**src/rtl/pipe_stage_elastic.sv**
```systemverilog
`default_nettype none
// ============================================================================
//  Module      : pipe_stage_elastic
//  Description : Chain of DEPTH elastic register stages carrying a payload,
//                a control field and a valid bit. Provides a valid/ready
//                handshake with bubble collapsing, a synchronous flush that
//                squashes valid and control bits, and a global hold enable.
//                Optional occupancy counter under macro PIPE_STAGE_OCC_CNT_EN;
//                without it the occ port is tied to zero.
//  Revision    : 1.0 - initial release
// ============================================================================
module pipe_stage_elastic #(
    parameter int                DATA_W     = 32,
    parameter int                CTRL_W     = 2,
    parameter int                DEPTH      = 1,
    parameter logic [DATA_W-1:0] PRESET_VAL = '0
) (
    input  logic                         clk,
    input  logic                         arst,
    input  logic                         en,
    input  logic                         flush,
    input  logic                         in_valid,
    output logic                         in_ready,
    input  logic [DATA_W-1:0]            in_data,
    input  logic [CTRL_W-1:0]            in_ctrl,
    output logic                         out_valid,
    input  logic                         out_ready,
    output logic [DATA_W-1:0]            out_data,
    output logic [CTRL_W-1:0]            out_ctrl,
    output logic [$clog2(DEPTH+1)-1:0]   occ
);

    localparam int c_occ_w = $clog2(DEPTH + 1);

    // Per-stage state; stage 0 is the input side, stage DEPTH-1 drives outputs
    logic [DEPTH-1:0]  r_v;
    logic [DATA_W-1:0] r_data [DEPTH];
    logic [CTRL_W-1:0] r_ctrl [DEPTH];

    // Source of each stage: the inputs for stage 0, the previous stage otherwise
    logic [DEPTH-1:0]  w_src_v;
    logic [DATA_W-1:0] w_src_data [DEPTH];
    logic [CTRL_W-1:0] w_src_ctrl [DEPTH];

    // Ready chain; bit DEPTH is the downstream ready
    logic [DEPTH:0]    w_rdy;

    // Chain may advance this cycle (flush wins over everything)
    logic              w_adv;

    assign w_adv = en & ~flush;

    for (genvar g = 0; g < DEPTH; g++) begin : g_src
        if (g == 0) begin : g_head
            assign w_src_v[g]    = in_valid;
            assign w_src_data[g] = in_data;
            assign w_src_ctrl[g] = in_ctrl;
        end else begin : g_link
            assign w_src_v[g]    = r_v[g-1];
            assign w_src_data[g] = r_data[g-1];
            assign w_src_ctrl[g] = r_ctrl[g-1];
        end
    end

    // Ready ripples back from the output: an empty stage is always ready,
    // which is what lets bubbles collapse while the tail is stalled
    always_comb begin
        w_rdy        = '0;
        w_rdy[DEPTH] = out_ready;
        for (int i = DEPTH - 1; i >= 0; i--) begin
            w_rdy[i] = ~r_v[i] | w_rdy[i+1];
        end
    end

    // Stage registers: flush squashes valid/ctrl, otherwise load when ready
    always_ff @(posedge clk or posedge arst) begin
        if (arst) begin
            r_v <= '0;
            for (int i = 0; i < DEPTH; i++) begin
                r_data[i] <= PRESET_VAL;
                r_ctrl[i] <= '0;
            end
        end else if (flush) begin
            // Payload deliberately keeps its value; only qualifiers are cleared
            r_v <= '0;
            for (int i = 0; i < DEPTH; i++) begin
                r_ctrl[i] <= '0;
            end
        end else if (en) begin
            for (int i = 0; i < DEPTH; i++) begin
                if (w_rdy[i]) begin
                    r_v[i]    <= w_src_v[i];
                    r_ctrl[i] <= w_src_v[i] ? w_src_ctrl[i] : '0;
                    if (w_src_v[i]) begin
                        r_data[i] <= w_src_data[i];
                    end
                end
            end
        end
    end

    assign in_ready  = w_rdy[0] & w_adv;
    assign out_valid = r_v[DEPTH-1] & en;
    // A held or empty tail must never present write-enable style control bits
    assign out_ctrl  = out_valid ? r_ctrl[DEPTH-1] : '0;
    assign out_data  = r_data[DEPTH-1];

`ifdef PIPE_STAGE_OCC_CNT_EN
    localparam logic [c_occ_w-1:0] c_occ_max = c_occ_w'(DEPTH);

    logic               w_in_xfer;
    logic               w_out_xfer;
    logic               w_occ_inc;
    logic               w_occ_dec;
    logic [c_occ_w-1:0] r_occ;

    assign w_in_xfer  = in_valid & in_ready;
    assign w_out_xfer = out_valid & out_ready;
    assign w_occ_inc  = w_in_xfer & ~w_out_xfer;
    assign w_occ_dec  = w_out_xfer & ~w_in_xfer;

    // Occupancy tracks accepted minus delivered entries, saturating at both ends
    always_ff @(posedge clk or posedge arst) begin
        if (arst) begin
            r_occ <= '0;
        end else if (flush) begin
            r_occ <= '0;
        end else if (w_occ_inc && (r_occ != c_occ_max)) begin
            r_occ <= r_occ + 1'b1;
        end else if (w_occ_dec && (r_occ != '0)) begin
            r_occ <= r_occ - 1'b1;
        end
    end

    assign occ = r_occ;

    a_occ_no_overflow : assert property (@(posedge clk) disable iff (arst || flush)
        !(w_occ_inc && (r_occ == c_occ_max)));

    a_occ_no_underflow : assert property (@(posedge clk) disable iff (arst || flush)
        !(w_occ_dec && (r_occ == '0)));
`else
    assign occ = '0;
`endif

endmodule
`default_nettype wire

```
**config.mk**
```make
export PLATFORM = sky130hd
export DESIGN_NAME = pipe_stage_elastic
export DESIGN_NICKNAME = d
export VERILOG_FILES = /design/src/rtl/pipe_stage_elastic.sv
export SDC_FILE = /design/constraint.sdc
export NUM_CORES = 1
export LEC_CHECK = 0
export ABC_CLOCK_PERIOD_IN_PS = 3200
export CORE_ASPECT_RATIO = 0.9
export CORE_MARGIN = 2
export CORE_UTILIZATION = 42
export CTS_CLUSTER_DIAMETER = 120
export DETAILED_ROUTE_END_ITERATION = 10
export PLACE_DENSITY = 0.84
export SYNTH_ARGS = -nofsm -noshare
export SYNTH_HDL_FRONTEND = slang
export SYNTH_SLANG_ARGS = --single-unit
```
**constraint.sdc**
```tcl
create_clock -name clk -period 3.2 [get_ports clk]
set_input_delay 0.48 -clock clk [delete_from_list [all_inputs] [get_ports clk]]
set_output_delay 0.48 -clock clk [all_outputs]
set_load 0.1 [all_outputs]
```
======== After elaboration in Yosys (flattened, before gate mapping) ========
Cells that the tools add are included.
word-level totals
  register bits after elaboration ......... 35
  word-level logic and storage cells ...... 21
  output and inout bits ................... 37
  bits of input ports ..................... 40
cells by class
  bitwise logic cells ..................... 6
  reductions and logical operators ........ 4
  mux-type cells .......................... 8
operators by type and width
  cell                 count
  2-to-1 mux 2 bit     5
  AND reduction 4 bit  1
  nonzero test 2 bit   2
  AND 1 bit            3
  2-to-1 mux 1 bit     3
  inverter 1 bit       2
  AND reduction 2 bit  1
  OR 1 bit             1

======== Longest topological paths before layout ========
  depth in word-level cells ............... 5
  mapped depth ............................ 5
  gate-level depth less buffers ........... 3

======== Least setup slack after synthesis ========
Ideal clock, no wire load.
  kind .................................... input-to-output
  from .................................... in out_ready
  to ...................................... out in_ready
  setup slack ............................. 818 ps
  path buffers ............................ 0
  data arrival time ....................... 1902 ps
  stages on the path ...................... 3
  data required time ...................... 2720 ps
  cell sequence ........................... nand2b_1 -> nand2_1 -> nor2_1
on the way
  longest elaborated chain between the ends .. 2
ends and longest elaborated chain
  what         line  RTL
  from (decl)  27    input logic out_ready,
  OR 1 bit     71    w_rdy[i] = ~r_v[i] | w_rdy[i+1];
  AND 1 bit    102   assign in_ready = w_rdy[0] & w_adv;
  to (decl)    23    output logic in_ready,
Every way passes these cells.

======== Worst setup path in the final report ========
  from .................................... reg r_data, in the netlist out_data[0]
  to ...................................... out out_data[0]
RTL lines
  what                               line  RTL
  from (decl)                        37    logic [DATA_W-1:0] r_data [DEPTH];
  from (signal, indexed assignment)  95    r_data[i] <= w_src_data[i];
  to (decl)                          28    output logic [DATA_W-1:0] out_data,
No word-level cell between the ends.

==> reports/results.tsv <==
stage	metric	value	unit
run_status	status	completed	
sta	rsz0062_at_grt	false	
routing	routed_via_density	4.67	
final_layout	fin_util	68.0	%
sta	slew_violations	0	
placement	gp_congestion	0.630	
sta	worst_pin_slew	0.992	ns
routing	wl	2960	um
placement	hpwl	2200	um
setup_path	slowest_delay	1.15	ns
sta	final-setup-viol-count	0	
grt	grt_pass1_wl	4780	um
clock_tree	post_cts_resize_count	0	
synth	ys_warn_count	0	
final_layout	antenna_cells	0	
placement	port_buffers	75	
synth	synthCells	85	
clock_tree	htree_num_levels	2	
routing	post_drt_wl_per_cell	14.3	um
placement	dp_cells	201	
synth	yosys-top-cells-count	dfrtp_1 (35), mux2_4 (27), mux2_2 (5)	
clock_tree	postCtsSetupBuffers	0	
clock_tree	clk_latency	0.28	ns
setup_path	worstPathArrival	1.79	ns
die	die_h	60.5	um
setup_path	cp_top_family	buffers and inverters	
routing	vias	966	
clock_tree	cts_tree	yes	
clock_tree	path_clk_slew	0.06	ns
synth	synthMostInstantiatedCell	dfrtp_1	
grt	grt_pass1_vias	1049	
die	dieArea	4040	um2
setup_path	setup.worst_path.start_class	register	
die	num_rows	20	
clock_tree	numCtsBuffers	5	
grt	antenna_found_initial	0	
final_layout	fin_nets	204	
final_layout	drive_gt1_share	28.2	%
sta	hold_slack	0.506	ns
grt	grtUsageTotal	16.2	%
sta	hold_violations	0	
synth	synth-edff-count	0	
setup_path	r2r_slack	1.45	ns
synth	syn_nets	125	
synth	yosysSeqAreaShare	58.7	%
pwr	power_per_cell_area	810	nW/um2
grt	grt_remaining_overflow	0	
routing	drtPass1Iterations	3	
flow_run	drv_cap	0	
sta	min_period	2.27	ns
final_layout	n_fill_cell	256	
synth	synth_area_leaders	dfrtp_1 (59%), mux2_4 (27%), mux2_2 (3.8%), buf_12 (2.7%), a22o_1 (1.2%)	
synth	yosys_register_bits	35	
synth	synth.largest_area_cell	dfrtp_1	
grt	grt_max_degree	36	
routing	first_iter_violations	25	
final_layout	finalNonFillerCells	207	
sta	finalCritPeriodShare	70.8	%
pwr	power_leakage	1.03	nW
pwr	ir_drop	0.000453	V
synth	synth_flop_cell	dfrtp_1	
synth	synth_top_area_share	58.7	%
synth	synthesis.area	1490	um2
worst_hold_path	hold_path.class	reg -> reg	
die	start_util	44.1	%
synth	syn_avg_cell_area	17.5	um2
die	core_area	3380	um2
setup_path	crit_buf_inv	1	
die	die_w	66.8	um
final_layout	syn_to_final_growth	54.0	%
sta	max_freq	441	MHz
clock_tree	cts_sinks	35	
synth	synthArstFlopShare	100	%
setup_path	cp-end-kind	primary output	
setup_path	worstPathRequired	2.72	ns
clock_tree	hold_buffers	0	
routing	postRouteAntennaNets	0	
sta	tns	0	ns
setup_path	critPathSlowestCell	clkdlybuf4s50_1	
setup_path	cp_cell_sequence	clkdlybuf4s50_1	
setup_path	path_class	reg -> out	
clock_tree	cts_buffer_depth	2	
sta	finalClockSkew	0.00266	ns
synth	ys_types	18	
setup_path	critPathMaxFanout	2	
sta	relSlewSlack	33.7	%
clock_tree	clk_root_buffer_cell	clkbuf_8	
routing	drc	0	
die	io_pins	77	
[path summary, 6_finish.rpt]
check,start,endpoint,cells after the start
setup / recovery,out_data[0]$_DFFE_PP0P_,out_data[0],1
hold / removal,out_data[16]$_DFFE_PP0P_,out_data[16]$_DFFE_PP0P_,1
setup reg to reg,r_v$_DFFE_PP0P_,out_data[25]$_DFFE_PP0P_,4
hold reg to reg,out_data[16]$_DFFE_PP0P_,out_data[16]$_DFFE_PP0P_,1
max in group asynchronous,arst,out_data[10]$_DFFE_PP0P_,3
min in group asynchronous,arst,out_data[0]$_DFFE_PP0P_,2
[where the power goes]
part	internal, mW	total [mW]	leakage (nW)	switching, mW
Sequential	0.528	0.577	0.420	0.0487
Clock	0.144	0.273	0.0371	0.129
Combinational	0.284	1.01	0.574	0.727
[cells by family (layout without fill, tap and decap cells)]
kind of cell	count (synthesis)	count (layout)	share of synthesized area [%]
DFF	35	35	58.7
and+or+nand+nor	7	7	2.85
AOI/OAI and AO/OA	4	4	2.01
muxes	32	32	31.0
buffers and inverters	6	84	5.20
other	1	1	0.251
[layout make-up]
| type | count | area (um2) | share of cell area (%) |
|---|---|---|---|
| inverter | 1 | 3.75 | 0.163 |
| timing repair buffer | 77 | 751 | 32.7 |
| multi-input combinational | 44 | 539 | 23.5 |
| sequential | 35 | 876 | 38.1 |
| tap | 44 | 55.1 | 2.40 |
| clock buffer | 6 | 72.6 | 3.16 |
[flip-flops by register name (all words and copies together), names as in the netlist]
register,count
out_data,32
r_ctrl,2
r_v,1
[through the flow]
stage | instance area (um2) | worst slack (ns) | power [mW]
global route | 2300 | 0.877 | 1.93
CTS | 2300 | 0.912 | 1.88
floorplan | 1490 | 0.818 | 1.35
finish | 2300 | 0.934 | 1.86
detailed placement | 2220 | 0.902 | 1.60
global placement | 2220 | 0.946 | 1.59
[cells in the final DEF (no fill, tap or decap), types with 2 or more instances in the layout]
| master | netlist | routed |
|---|---|---|
| a22o_1 | 2 | 2 |
| and3_1 | 2 | 2 |
| buf_4 | 1 | 8 |
| clkbuf_8 | 0 | 5 |
| clkdlybuf4s50_1 | 0 | 69 |
| dfrtp_1 | 35 | 35 |
| mux2_2 | 5 | 5 |
| mux2_4 | 27 | 27 |
[layer usage]
metal	global-route usage [%]	vias up	wire, um
li1	-	450	-
met2	25.7	59	1320
met4	4.66	0	30
met1	20.4	453	1250
met3	7.05	4	363
met5	0	-	0
Power figures use the tool's default switching activity.
